## config.mk

```make
export PLATFORM = sky130hd
export DESIGN_NAME = inst_decode_stage
export DESIGN_NICKNAME = d
export VERILOG_FILES = /design/src/rtl/inst_decode_stage.sv
export SDC_FILE = /design/constraint.sdc
export NUM_CORES = 1
export LEC_CHECK = 0
export BUFFER_PORTS_ARGS = -buffer_cell sky130_fd_sc_hd__buf_4
export CAP_MARGIN = 30
export CORE_ASPECT_RATIO = 0.9
export CORE_UTILIZATION = 30
export CTS_CLUSTER_DIAMETER = 120
export CTS_CLUSTER_SIZE = 20
export DETAILED_ROUTE_END_ITERATION = 16
export GPL_TIMING_DRIVEN = 0
export SLEW_MARGIN = 20
export SYNTH_ARGS = -nofsm -noshare
export SYNTH_HDL_FRONTEND = slang
export SYNTH_SLANG_ARGS = --single-unit
```

## constraint.sdc

```tcl
create_clock -name i_clk -period 10.9 [get_ports i_clk]
set_clock_uncertainty 0.15 [all_clocks]
set_input_delay 1.635 -clock i_clk [delete_from_list [all_inputs] [get_ports i_clk]]
set_output_delay 1.635 -clock i_clk [all_outputs]
set_load 0.005 [all_outputs]
```

## src/rtl/inst_decode_stage.sv

```systemverilog
// Registered RV32/RV64 decode stage: decodes one instruction per cycle into a small
// FIFO whose head is held in a dedicated register, so the outputs never depend on i_ready.
module inst_decode_stage #(
    parameter int XLEN       = 32,
    parameter int FIFO_DEPTH = 2,
    localparam int CW        = $clog2(FIFO_DEPTH + 1)
) (
    input  logic            i_clk,
    input  logic            i_rst_n,
    input  logic            i_inst_valid,
    output logic            o_inst_ready,
    input  logic [31:0]     i_inst,
    input  logic [XLEN-1:0] i_pc,
    input  logic            i_flush,
    output logic            o_valid,
    input  logic            i_ready,
    output logic [6:0]      o_op,
    output logic [4:0]      o_rd,
    output logic [4:0]      o_rs1,
    output logic [4:0]      o_rs2,
    output logic [9:0]      o_func,
    output logic [XLEN-1:0] o_imm,
    output logic [2:0]      o_fmt,
    output logic            o_illegal,
    output logic [XLEN-1:0] o_pc,
    output logic [CW-1:0]   o_count
);
    localparam int PW = (FIFO_DEPTH > 1) ? $clog2(FIFO_DEPTH) : 1;
    localparam logic [CW-1:0] DEPTH_C = CW'(FIFO_DEPTH);
    localparam logic [PW-1:0] LAST_C  = PW'(FIFO_DEPTH - 1);

    localparam logic [2:0] FMT_R   = 3'd0;
    localparam logic [2:0] FMT_I   = 3'd1;
    localparam logic [2:0] FMT_S   = 3'd2;
    localparam logic [2:0] FMT_B   = 3'd3;
    localparam logic [2:0] FMT_U   = 3'd4;
    localparam logic [2:0] FMT_J   = 3'd5;
    localparam logic [2:0] FMT_ILL = 3'd7;

    typedef struct packed {
        logic [6:0]      op;
        logic [4:0]      rd;
        logic [4:0]      rs1;
        logic [4:0]      rs2;
        logic [9:0]      func;
        logic [XLEN-1:0] imm;
        logic [2:0]      fmt;
        logic            illegal;
        logic [XLEN-1:0] pc;
    } entry_t;

    function automatic logic [PW-1:0] ptr_inc(input logic [PW-1:0] p);
        return (p == LAST_C) ? '0 : p + PW'(1);
    endfunction

    entry_t             dec;
    logic signed [31:0] imm32;

    always_comb begin
        dec      = '0;
        imm32    = '0;
        dec.op   = i_inst[6:0];
        dec.func = {i_inst[31:25], i_inst[14:12]};
        dec.pc   = i_pc;
        dec.fmt  = FMT_ILL;
        if (i_inst[1:0] == 2'b11) begin
            case (i_inst[6:0])
                7'b0110011: dec.fmt = FMT_R;
                7'b1100111, 7'b0000011, 7'b0010011,
                7'b0001111, 7'b1110011: dec.fmt = FMT_I;
                7'b0100011: dec.fmt = FMT_S;
                7'b1100011: dec.fmt = FMT_B;
                7'b0110111, 7'b0010111: dec.fmt = FMT_U;
                7'b1101111: dec.fmt = FMT_J;
                7'b0111011: if (XLEN == 64) dec.fmt = FMT_R;
                7'b0011011: if (XLEN == 64) dec.fmt = FMT_I;
                default: dec.fmt = FMT_ILL;
            endcase
        end
        dec.illegal = (dec.fmt == FMT_ILL);
        // Register fields a format does not encode are forced to zero.
        case (dec.fmt)
            FMT_R: begin
                dec.rd  = i_inst[11:7];
                dec.rs1 = i_inst[19:15];
                dec.rs2 = i_inst[24:20];
            end
            FMT_I: begin
                dec.rd  = i_inst[11:7];
                dec.rs1 = i_inst[19:15];
                imm32   = {{20{i_inst[31]}}, i_inst[31:20]};
            end
            FMT_S: begin
                dec.rs1 = i_inst[19:15];
                dec.rs2 = i_inst[24:20];
                imm32   = {{20{i_inst[31]}}, i_inst[31:25], i_inst[11:7]};
            end
            FMT_B: begin
                dec.rs1 = i_inst[19:15];
                dec.rs2 = i_inst[24:20];
                imm32   = {{19{i_inst[31]}}, i_inst[31], i_inst[7], i_inst[30:25],
                           i_inst[11:8], 1'b0};
            end
            FMT_U: begin
                dec.rd = i_inst[11:7];
                imm32  = {i_inst[31:12], 12'b0};
            end
            FMT_J: begin
                dec.rd = i_inst[11:7];
                imm32  = {{11{i_inst[31]}}, i_inst[31], i_inst[19:12], i_inst[20],
                          i_inst[30:21], 1'b0};
            end
            default: imm32 = '0;
        endcase
        dec.imm = XLEN'(imm32);
    end

    logic [CW-1:0] count_q, count_d;
    logic [PW-1:0] rd_ptr_q, rd_ptr_d;
    logic [PW-1:0] wr_ptr_q, wr_ptr_d;
    entry_t        head_q, head_d;
    entry_t        mem_q [FIFO_DEPTH];
    logic          push, pop;

    assign o_inst_ready = (count_q != DEPTH_C);
    assign o_valid      = (count_q != '0);
    assign push         = i_inst_valid && o_inst_ready && !i_flush;
    assign pop          = o_valid && i_ready && !i_flush;

    always_comb begin
        count_d  = count_q;
        rd_ptr_d = rd_ptr_q;
        wr_ptr_d = wr_ptr_q;
        head_d   = head_q;
        if (i_flush) begin
            count_d  = '0;
            rd_ptr_d = '0;
            wr_ptr_d = '0;
        end else begin
            if (push) wr_ptr_d = ptr_inc(wr_ptr_q);
            if (pop)  rd_ptr_d = ptr_inc(rd_ptr_q);
            case ({push, pop})
                2'b10:   count_d = count_q + CW'(1);
                2'b01:   count_d = count_q - CW'(1);
                default: count_d = count_q;
            endcase
            // The head register tracks whichever entry will sit at the read pointer next
            // cycle; with nothing left it keeps the last delivered entry.
            if (push && (count_q == '0 || (pop && count_q == CW'(1))))
                head_d = dec;
            else if (pop && count_q > CW'(1))
                head_d = mem_q[ptr_inc(rd_ptr_q)];
        end
    end

    always_ff @(posedge i_clk or negedge i_rst_n) begin
        if (!i_rst_n) begin
            count_q  <= '0;
            rd_ptr_q <= '0;
            wr_ptr_q <= '0;
            head_q   <= '0;
        end else begin
            count_q  <= count_d;
            rd_ptr_q <= rd_ptr_d;
            wr_ptr_q <= wr_ptr_d;
            head_q   <= head_d;
        end
    end

    always_ff @(posedge i_clk) begin
        if (push) mem_q[wr_ptr_q] <= dec;
    end

    assign o_op      = head_q.op;
    assign o_rd      = head_q.rd;
    assign o_rs1     = head_q.rs1;
    assign o_rs2     = head_q.rs2;
    assign o_func    = head_q.func;
    assign o_imm     = head_q.imm;
    assign o_fmt     = head_q.fmt;
    assign o_illegal = head_q.illegal;
    assign o_pc      = head_q.pc;
    assign o_count   = count_q;
endmodule

```

==> results by group, run 1 <==
STA
  – Tightest Pin Transition: 993 ps
  – Slew headroom: 33.8%
  – Finish-stage setup viols: 0
  – Fin crit share: 33.6%
  – Min Tclk post-route: 3660 ps
  – Pins over their slew limit: 0
  – Fmax: 273 MHz
  – RSZ-0062 raised after global routing: no
  – Setup TNS: 0 ps
  – Hold slack: 354 ps
  – Final hold vios: 0

Pwr
  – Cell area power density: 220 nW/um2
  – P_leak: 6.03 nW
  – Design Power: 3.35 mW
  – Clock network fraction of total power: 21.6%
  – Switching share of total power: 31.5%
  – Int Power: 2.30 mW
  – Max rail drop VDD: 0.000107 V
  – Power share of the combinational group: 30.6%
  – P_sw: 1.06 mW
  – Sequential share of power: 47.8%

Synth
  – Top cells by count, synth: edfxtp_1 (200), dfrtp_1 (104), nor2_1 (104)
  – FF+latch count, synth: 304
  – Largest cells by area after synthesis: edfxtp_1 (48%), dfrtp_1 (21%), mux2i_1 (8.0%)
  – Synth Area in Compound Gates: 11.7%
  – Largest family of logic cells by synthesized area: compound AO/OA/AOI/OAI gates
  – Dominant synthesized flop cell: edfxtp_1
  – Post-Syn Nets: 1,001
  – Post-synthesis adder-cell area fraction: 0.380%
  – Most frequent cell after synthesis: edfxtp_1
  – Gate Count Post-Synth: 929
  – Cell taking the most area after synthesis: edfxtp_1
  – Unique masters post-synth: 56
  – Area share of the largest cell type after synthesis: 48.0%
  – Post-synthesis simple-gate area fraction: 7.96%
  – Xor/xnor share of the synthesized area: 0.350%
  – Syn avg cell area: 13.5 um2
  – Multiplexer share of the synthesized area: 8.26%
  – Post-synth EDFFs: 200
  – Sequential share of the synthesized area: 68.8%
  – Ys async rst share: 34.2%
  – Mapped cell area: 12,500 um2
  – Ys Warns: 0

Global route
  – Vias in the first global route: 8,344
  – Antenna violations before repair: 0
  – Pin count of the biggest net entering global routing: 67
  – Total congestion overflow: 0
  – First-pass GRT wire length: 53.8 mm
  – Gr usage total: 16.8%

Drt
  – Pre-antenna DRT Iters: 5
  – DRC Markers: 0
  – Via count: 8,501
  – Antenna viol nets, final: 0
  – Via-to-Cell Ratio: 5.00
  – WL per Instance: 21.1 um
  – Initial DRC count: 717
  – DRT Wirelength: 35.9 mm

Clock tree
  – Post-CTS sizing: 0
  – Setup Fix Bufs, Post-CTS: 0
  – Htree depth: 1
  – Clock Latency Late Sink: 530 ps
  – Clock slew at the register clock pins of the worst setup and hold paths: 90 ps
  – Worst-case clock buffer depth: 3
  – TritonCTS buffer count: 19
  – CTS root buf: clkbuf_16
  – Hold_buf cts: 0
  – CTS tree: yes
  – Clock sinks: 304

Outcome
  – Status: finished clean

Floorplanning
  – Row count: 70
  – Core area: 40,900 um2
  – Die height: 196 um
  – Die area: 42,600 um2
  – Initial Util: 30.6%
  – IO Pins: 173
  – Die width: 217 um

Critical path
  – CP endpoint kind: flip-flop
  – Maximum fanout along the worst path: 9
  – Worst Setup Path Type: primary input to flip-flop
  – CP Data Arrival Time: 3730 ps
  – Crit start category: primary input
  – WP data required: 10,970 ps

Final layout
  – Final Util: 37.4%
  – Final net count: 1,218
  – Layout cells sized above 1: 23.1%
  – Multi-input gate area: 3600 um2
  – Register area: 8610 um2
  – Fillers: 3,959
  – Area Overhead vs Synth: 22.0%
  – Antenna diode count: 0
  – Finished layout cell area: 15,300 um2

Min path
  – Hold Path Class: flip-flop to flip-flop

Placed design
  – Post-DP HPWL: 25.5 mm
  – Port Buf Inserts: 171
  – GPL Wtd Cong: 0.782
  – DP Area: 14,700 um2

Run
  – # Max-Cap Violations: 0
-- power by group through the flow --
| stage | clock, mW | combinational (mW) | sequential, mW |
|---|---|---|---|
| 6_report | 0.724 | 1.03 | 1.61 |
| 5_1_grt | 0.781 | 1.12 | 1.63 |
| 4_1_cts | 0.739 | 1.05 | 1.60 |
| 3_5_place_dp | 0 | 1.05 | 1.63 |
| 3_3_place_gp | 0 | 1.00 | 1.66 |
| 2_1_floorplan | 0 | 0.487 | 1.63 |
-- layer usage --
| layer | track usage [%] | part of all wire, % | vias to the layer above |
|---|---|---|---|
| met3 | 2.85 | 6.7 | 33 |
| met4 | 3.47 | 1.8 | 0 |
| met5 | 0 | 0 | - |
| met2 | 26.6 | 46 | 314 |
| li1 | - | - | 3853 |
| met1 | 24.1 | 46 | 4301 |
-- state kept, by name, summed over array words and instances, names as in the netlist, 5 cells and up --
| name | cells |
|---|---|
| o_func | 10 |
| o_pc | 32 |
| mem_q | 200 |
| o_rs2 | 5 |
| o_imm | 32 |
| o_op | 7 |
| o_rd | 5 |
| o_rs1 | 5 |
-- cell families (layout without fill, tap and decap cells) --
logic type               after synthesis  after routing
AO/OA/AOI/OAI                        217            217
flip-flops                           304            304
multiplexers                         103            103
XOR/XNOR                               5              5
AND/OR/NAND/NOR                      227            227
buffers and inverters                 69            299
adder cells (fa/ha/maj)                4              4
-- final timing paths --
path	startpoint	end	slack, ps	cells past startpoint
worst max-delay path	i_inst_valid	mem_q[1][3]	7240	9
worst min-delay path	o_rs1[0]	o_rs1[0]	350	2
worst max register to register	o_count[0]	mem_q[1][3]	7620	10
worst min register to register	o_rs1[0]	o_rs1[0]	350	2
max in group asynchronous	i_rst_n	o_imm[25]	9000	2
min in group asynchronous	i_rst_n	o_pc[23]	890	1
-- layout by cell type (no fill, tap or decap), types with 2 or more instances in the layout --
cell       instances
and2_1            19
nand2_1           68
clkbuf_1          36
or3_1              2
buf_2             27
a31o_2             4
mux2_2             3
nor3_1             2
o211ai_1           4
nor2b_1            4
buf_4            190
nand3_1            7
buf_6             11
clkbuf_16         19
and3_1             9
a22o_1             4
a31oi_1            2
inv_1              7
ha_1               3
xnor2_1            4
dfrtp_1          104
mux2i_1          100
a21oi_1           61
nor2_1           104
a31oi_4            2
a211oi_1          10
edfxtp_1         200
o21ai_0           57
a21o_1            28
o31ai_1            2
nor3b_1            2
a222oi_1           3
buf_1              5
o2bb2ai_1          3
o21bai_1           2
a221o_1           25
-- worst max-delay path, stage by stage --
cell      delay, ps
buf_4            80
nand2b_1         40
buf_2           200
nor3b_2         690
buf_6           250
buf_6           170
buf_4           200
buf_4           220
buf_4           220
-- metrics by stage --
stage | cells | setup WS (ps)
after detailed placement | 1665 | 6730
after CTS | 1699 | 7270
after global routing | 1699 | 7150
final | 1699 | 7240
after global placement | 1640 | -4840
after floorplan | 929 | 896
-- cell type report --
class	instances	area share (%)
sequential	304	56.3
multi-input combinational	556	23.5
timing repair buffer	196	9.96
tap	540	4.42
clock buffer	32	3.43
buffer	61	1.94
inverter	8	0.197
clock inverter	2	0.164
Note: power is estimated with default switching activity, not from simulation.
==> run 2: changes to the inputs <==
- clock period: 10.9 -> 3.5 ns (I/O delays scaled with it)
==> run 2 against run 1 <==
Net effect:
- via count is 0.34% lower
- first-iteration DRC count fell by 0.28%
- sequential power rose to 3.1 times the previous value
- critical path depth is the same
- global-route usage is 0.20 points lower
- clock-buffer cell count unchanged
- sequential share of layout area down 0.35 points
- hold slack got worse by 300 ps
- highest routed layer unchanged
- combinational power rose to 3.1 times the previous value
==> results by group, run 2 (synthesis gave the netlist of run 1 again) <==
Floorplanning
  – Core area: 40,900 um2 (unchanged)
  – Die height: 196 um (unchanged)
  – IO Pins: 173 (unchanged)
  – Initial Util: 30.6% (unchanged)
  – Die area: 42,600 um2 (unchanged)
  – Row count: 70 (unchanged)
  – Die width: 217 um (unchanged)

Critical path
  – Reg2reg end: o_imm[31]
  – Crit start category: flip-flop
  – CP startpoint: o_count[0]
  – Worst Setup Path Type: flip-flop to flip-flop
  – Flop2flop setup slack: 380 ps (-7240 ps)
  – Maximum fanout along the worst path: 10 (+1)
  – Worst reg-to-reg path cell count: 9 (-1)
  – WP data required: 3770 ps (-7200 ps)
  – Reg2reg start: o_count[0]
  – CP endpoint kind: flip-flop
  – CP Data Arrival Time: 3390 ps (-340 ps)

Global route
  – Total congestion overflow: 0 (unchanged)
  – Vias in the first global route: 8,204 (-1.7%)
  – First-pass GRT wire length: 53.3 mm (-0.92%)
  – Gr usage total: 16.6% (-0.20 points)
  – Antenna violations before repair: 0 (unchanged)
  – Pin count of the biggest net entering global routing: 66 (-1.5%)

STA
  – RSZ-0062 raised after global routing: no
  – Final WS setup: 384 ps (-6860 ps)
  – Min Tclk post-route: 3120 ps
  – Pins over their slew limit: 0 (unchanged)
  – Tightest Pin Transition: 977 ps (-15.4 ps)
  – Slew headroom: 34.9% (+1.0 points)
  – Final hold vios: 0 (unchanged)
  – Fin crit share: 89.0%
  – Hold slack: 54.5 ps (-299 ps)
  – Finish-stage setup viols: 0 (unchanged)
  – Fmax: 321 MHz

Drt
  – DRT Wirelength: 35.5 mm (-1.3%)
  – Pre-antenna DRT Iters: 5 (unchanged)
  – Via-to-Cell Ratio: 5.01 (about the same)
  – DRC Markers: 0 (unchanged)
  – WL per Instance: 21.0 um (-0.88%)
  – Via count: 8,472 (-0.34%)
  – Antenna viol nets, final: 0 (unchanged)
  – Initial DRC count: 715 (-0.28%)

Pwr
  – Design Power: 10.5 mW (+210%)
  – Max rail drop VDD: 0.000284 V (+170%)
  – P_leak: 6.04 nW (about the same)
  – Cell area power density: 681 nW/um2 (+210%)

Clock tree
  – CTS root buf: clkbuf_16
  – Htree depth: 1 (unchanged)
  – CTS tree: yes
  – Clock slew at the register clock pins of the worst setup and hold paths: 90 ps (about the same)
  – Worst-case clock buffer depth: 3 (unchanged)
  – Clock Latency Late Sink: 510 ps (-20 ps)
  – Clock sinks: 304 (unchanged)
  – TritonCTS buffer count: 19 (unchanged)

Final layout
  – Most common cell after layout, fill and taps aside: edfxtp_1
  – Most flop-heavy register: mem_q
  – Final net count: 1,212 (-0.49%)
  – Largest register FFs: 200 (unchanged)
  – Most frequent cells in the layout: edfxtp_1 (200), buf_4 (173), nor2_1 (104), dfrtp_1 (104), mux2i_1 (100)
  – Layout cells sized above 1: 22.7% (-0.38 points)
  – Area Overhead vs Synth: 22.8%
  – Antenna diode count: 0 (unchanged)

Min path
  – Hold path start: i_pc[31]
  – Hold Path Class: primary input to flip-flop
  – Hold Path End: mem_q[1][31]
  – Worst hold path depth: 1 (-1)

Run
  – # Max-Cap Violations: 0 (unchanged)

Placed design
  – Post-DP HPWL: 25.3 mm (-0.76%)
  – Port Buf Inserts: 171 (unchanged)
  – Post-Place Setup Slack: 389 ps (-6340 ps)
  – GPL Wtd Cong: 0.794 (+1.6%)

Outcome
  – Status: finished clean
-- run 2: critical path, cell delays in order, from the launching register on --
cell and delay [ps]:
dfrtp_1 420, inv_1 90, ha_2 190, nand2b_4 140, buf_8 140, nor3_4 640, buf_2 420, buf_2 380
nand2_1 200, o221ai_1 240
-- run 2: metal layers --
| metal | wire length [um] | part of all wire [%] | vias up | global-route usage (%) |
|---|---|---|---|---|
| li1 | - | - | 3845 | - |
| met1 | 15900 | 45 | 4263 | 24.0 |
| met2 | 16300 | 46 | 323 | 26.6 |
| met3 | 2610 | 7.3 | 41 | 2.43 |
| met4 | 653 | 1.8 | 0 | 3.00 |
| met5 | 0 | 0 | - | 0 |
-- run 2: how the worst max path moves through the flow --
stage / to / depth (start not counted) / slack (ps)
after floorplan: mem_q[1][0] / 5 / -550
after global placement: mem_q[1][5] / 5 / -2470
after detailed placement: o_imm[31] / 9 / 390
after CTS: o_imm[31] / 9 / 360
after global routing: o_imm[31] / 9 / 170
final: o_imm[31] / 9 / 380
-- run 2: area by class of cell --
| cell class | instances | area [um2] |
|---|---|---|
| clock buffer | 32 | 524 |
| buffer | 61 | 307 |
| timing repair buffer | 190 | 1590 |
| fill | 3894 | 25500 |
| tap | 540 | 676 |
| clock inverter | 1 | 16.3 |
| sequential | 304 | 8610 |
| inverter | 8 | 30.0 |
| multi-input combinational | 556 | 3620 |
-- run 2: through the flow --
step | TNS [ps] | instance area [um2] | util [%] | std cells
2_1_floorplan | -91910 | 12600 | - | 929
3_3_place_gp | -468630 | 14500 | 35.5 | 1640
3_5_place_dp | 0 | 14800 | 36.2 | 1658
4_1_cts | 0 | 15400 | 37.6 | 1692
5_1_grt | 0 | 15400 | 37.6 | 1692
6_report | 0 | 15400 | 37.6 | 1692
-- run 2: timing repair --
action                    CTS  global route
resized for setup           0             0
hold buffers                1             0
setup buffers               0             0
hold endpoints to repair   64             0
-- run 2: power breakdown --
group	total [mW]	leakage [nW]	internal, mW	switching (mW)
logic	3.20	2.60	1.55	1.65
registers	5.02	3.18	4.60	0.414
clock network	2.24	0.257	1.04	1.20
total	10.5	6.04	7.19	3.27
==> run 3: changes to the inputs <==
- ABC_AREA: unset -> 1
==> run 3 against run 2 <==
Net effect:
- global-route usage decreased by 0.40 points
- maximum frequency is 7.6% higher
- register-to-register slack gained 220 ps
- clock-buffer cell count shrank 2
- sequential power decreased by 4%
- utilization shrank 0.46 points
- clock power barely moved
- via count rose by 15%
- area after synthesis is 5.8% higher
==> results by group, run 3 <==
Synth
  – Post-synth EDFFs: 200 (unchanged)
  – Most frequent cell after synthesis: nand2_1
  – Largest family of logic cells by synthesized area: simple AND/OR/NAND/NOR gates
  – Sequential share of the synthesized area: 65.0% (-3.7 points)
  – Top cells by count, synth: nand2_1 (443), edfxtp_1 (200), o21ai_0 (131)
  – Largest cells by area after synthesis: edfxtp_1 (45%), dfrtp_1 (20%), nand2_1 (13%)
  – Gate Count Post-Synth: 1,296 (+40%)
  – Post-synthesis adder-cell area fraction: 0.283% (-0.096 points)
  – Area share of the largest cell type after synthesis: 45.4% (-2.6 points)
  – Dominant synthesized flop cell: edfxtp_1
  – FF+latch count, synth: 304 (unchanged)
  – Mapped cell area: 13,200 um2 (+5.8%)
  – Xor/xnor share of the synthesized area: 0% (-0.35 points)
  – Synth Area in Compound Gates: 5.66% (-6.0 points)
  – Ys async rst share: 34.2% (unchanged)
  – Post-synthesis simple-gate area fraction: 20.3% (+12 points)
  – Multiplexer share of the synthesized area: 3.70% (-4.6 points)
  – Post-Syn Nets: 1,368 (+37%)
  – Ys Warns: 0 (unchanged)
  – Unique masters post-synth: 30 (-46%)
  – Cell taking the most area after synthesis: edfxtp_1
  – Syn avg cell area: 10.2 um2 (-24%)

Clock tree
  – Clock Latency Late Sink: 540 ps (+30 ps)
  – Clock sinks: 304 (unchanged)
  – Hold_buf cts: 7 (+6)
  – Clock slew at the register clock pins of the worst setup and hold paths: 90 ps (about the same)
  – TritonCTS buffer count: 19 (unchanged)
  – Setup Fix Bufs, Post-CTS: 0 (unchanged)
  – Worst-case clock buffer depth: 3 (unchanged)
  – Post-CTS sizing: 0 (unchanged)
  – Htree depth: 1 (unchanged)
  – CTS tree: yes
  – CTS root buf: clkbuf_16

Critical path
  – CP Capture Point: mem_q[1][42]
  – CP startpoint: o_count[0]
  – Slowest CP cell: nor2_4
  – CP endpoint kind: flip-flop
  – Reg2reg end: mem_q[1][42]
  – Crit start category: flip-flop
  – CP Data Arrival Time: 2990 ps (-400 ps)
  – Worst Setup Path Type: flip-flop to flip-flop
  – Worst path max stage delay: 520 ps (-120 ps)
  – Crit-path cells: inv_1, ha_1, inv_1, nand2_1, nor2_1, inv_1, nor2_4, buf_12, buf_12, buf_12
  – Worst reg-to-reg path cell count: 10 (+1)
  – Maximum fanout along the worst path: 22 (+12)
  – Reg2reg start: o_count[0]
  – Flop2flop setup slack: 600 ps (+220 ps)
  – WP data required: 3600 ps (-170 ps)

Placed design
  – Port Buf Inserts: 172 (+0.58%)
  – Post-Place Setup Slack: 542 ps (+152 ps)
  – Post-DP HPWL: 26.1 mm (+3.0%)
  – DP Area: 15,400 um2 (+4.2%)
  – GPL Wtd Cong: 0.836 (+5.3%)

Floorplanning
  – Initial Util: 30.6% (about the same)
  – Die height: 201 um (+2.8%)
  – Die area: 45,000 um2 (+5.7%)
  – Die width: 223 um (+2.8%)
  – IO Pins: 173 (unchanged)
  – Row count: 72 (+2.9%)
  – Core area: 43,200 um2 (+5.7%)

Min path
  – Worst hold path depth: 1 (unchanged)
  – Hold Path Class: primary input to flip-flop

Pwr
  – Max rail drop VDD: 0.000279 V (-1.5%)
  – Cell area power density: 614 nW/um2 (-9.8%)
  – Design Power: 9.86 mW (-5.8%)
  – P_leak: 7.11 nW (+18%)

Final layout
  – Largest register FFs: 200 (unchanged)
  – Finished layout cell area: 16,100 um2 (+4.4%)
  – Final net count: 1,577 (+30%)
  – Layout cells sized above 1: 19.5% (-3.3 points)
  – Most flop-heavy register: mem_q
  – Most frequent cells in the layout: nand2_1 (443), edfxtp_1 (200), buf_4 (178)
  – Area Overhead vs Synth: 21.3%
  – Most common cell after layout, fill and taps aside: nand2_1

Drt
  – DRT Wirelength: 36.9 mm (+4.1%)
  – Initial DRC count: 713 (-0.28%)
  – DRC Markers: 0 (unchanged)
  – Via-to-Cell Ratio: 4.72 (-5.8%)
  – Pre-antenna DRT Iters: 5 (unchanged)
  – WL per Instance: 17.8 um (-15%)
  – Via count: 9,777 (+15%)
  – Antenna viol nets, final: 0 (unchanged)

STA
  – Final hold vios: 0 (unchanged)
  – RSZ-0062 raised after global routing: no
  – Slew headroom: 50.0% (+15 points)
  – Min Tclk post-route: 2900 ps (-220 ps)
  – Fmax: 345 MHz (+7.6%)
  – Fin crit share: 82.7% (-6.3 points)
  – Tightest Pin Transition: 751 ps (-227 ps)
  – Pins over their slew limit: 0 (unchanged)
  – Final WS setup: 604 ps (+220 ps)
  – Finish-stage setup viols: 0 (unchanged)

Global route
  – First-pass GRT wire length: 56.0 mm (+4.9%)
  – Pin count of the biggest net entering global routing: 55 (-17%)
  – Vias in the first global route: 9,277 (+13%)
  – Total congestion overflow: 0 (unchanged)
  – Gr usage total: 16.2% (-0.40 points)
  – Antenna violations before repair: 0 (unchanged)

Outcome
  – Status: finished clean

Run
  – # Max-Cap Violations: 0 (unchanged)
run 3: worst min path at each step:
stage	end	startpoint
CTS	mem_q[1][22]	i_pc[22]
finish	mem_q[1][30]	i_pc[30]
detailed placement	o_pc[13]	o_pc[13]
floorplan	o_count[0]	i_rst_n
global route	mem_q[1][22]	i_pc[22]
global placement	o_pc[7]	o_pc[7]
run 3: critical path, delay by kind of cell, from the launching register on:
kind | cells | cell delay, ps
adder cells (fa/ha/maj) | 1 | 210
buffers and inverters | 6 | 1010
flip-flops | 1 | 380
AND/OR/NAND/NOR | 3 | 830
run 3: layout make-up:
type,count,area (um2)
Antenna cell,1,2.50
Buffer,67,347
Clock buffer,30,517
Clock inverter,2,25.0
Fill cell,4350,27200
Inverter,87,327
Multi-Input combinational cell,838,3980
Sequential cell,304,8610
Tap cell,555,694
Timing Repair Buffer,188,1560
run 3: routing by layer:
| layer | wire, um | track usage (%) |
|---|---|---|
| met2 | 16600 | 25.1 |
| met5 | 0 | 0 |
| met4 | 664 | 3.40 |
| met3 | 2400 | 3.11 |
| met1 | 17300 | 23.5 |
run 3: kinds of logic after synthesis:
logic type / count (synthesis)
AND/OR/NAND/NOR: 638
multiplexers: 49
AO/OA/AOI/OAI: 148
buffers and inverters: 154
adder cells (fa/ha/maj): 3
flip-flops: 304
run 3: report_power, final:
group / leakage, nW / internal, mW / switching (mW)
registers: 3.15 / 4.50 / 0.331
logic: 3.70 / 1.23 / 1.53
clock network: 0.259 / 1.04 / 1.22
run 3: stage by stage:
step / utilization (%) / TNS, ps / instances / hold slack (ps)
floorplan: - / -140230 / 1296 / 79.4
global placement: 35.2 / -551530 / 2023 / 313
detailed placement: 35.7 / 0 / 2032 / 317
CTS: 37.1 / 0 / 2071 / 1.82
global route: 37.1 / 0 / 2071 / 1.25
finish: 37.1 / 0 / 2072 / 32.5
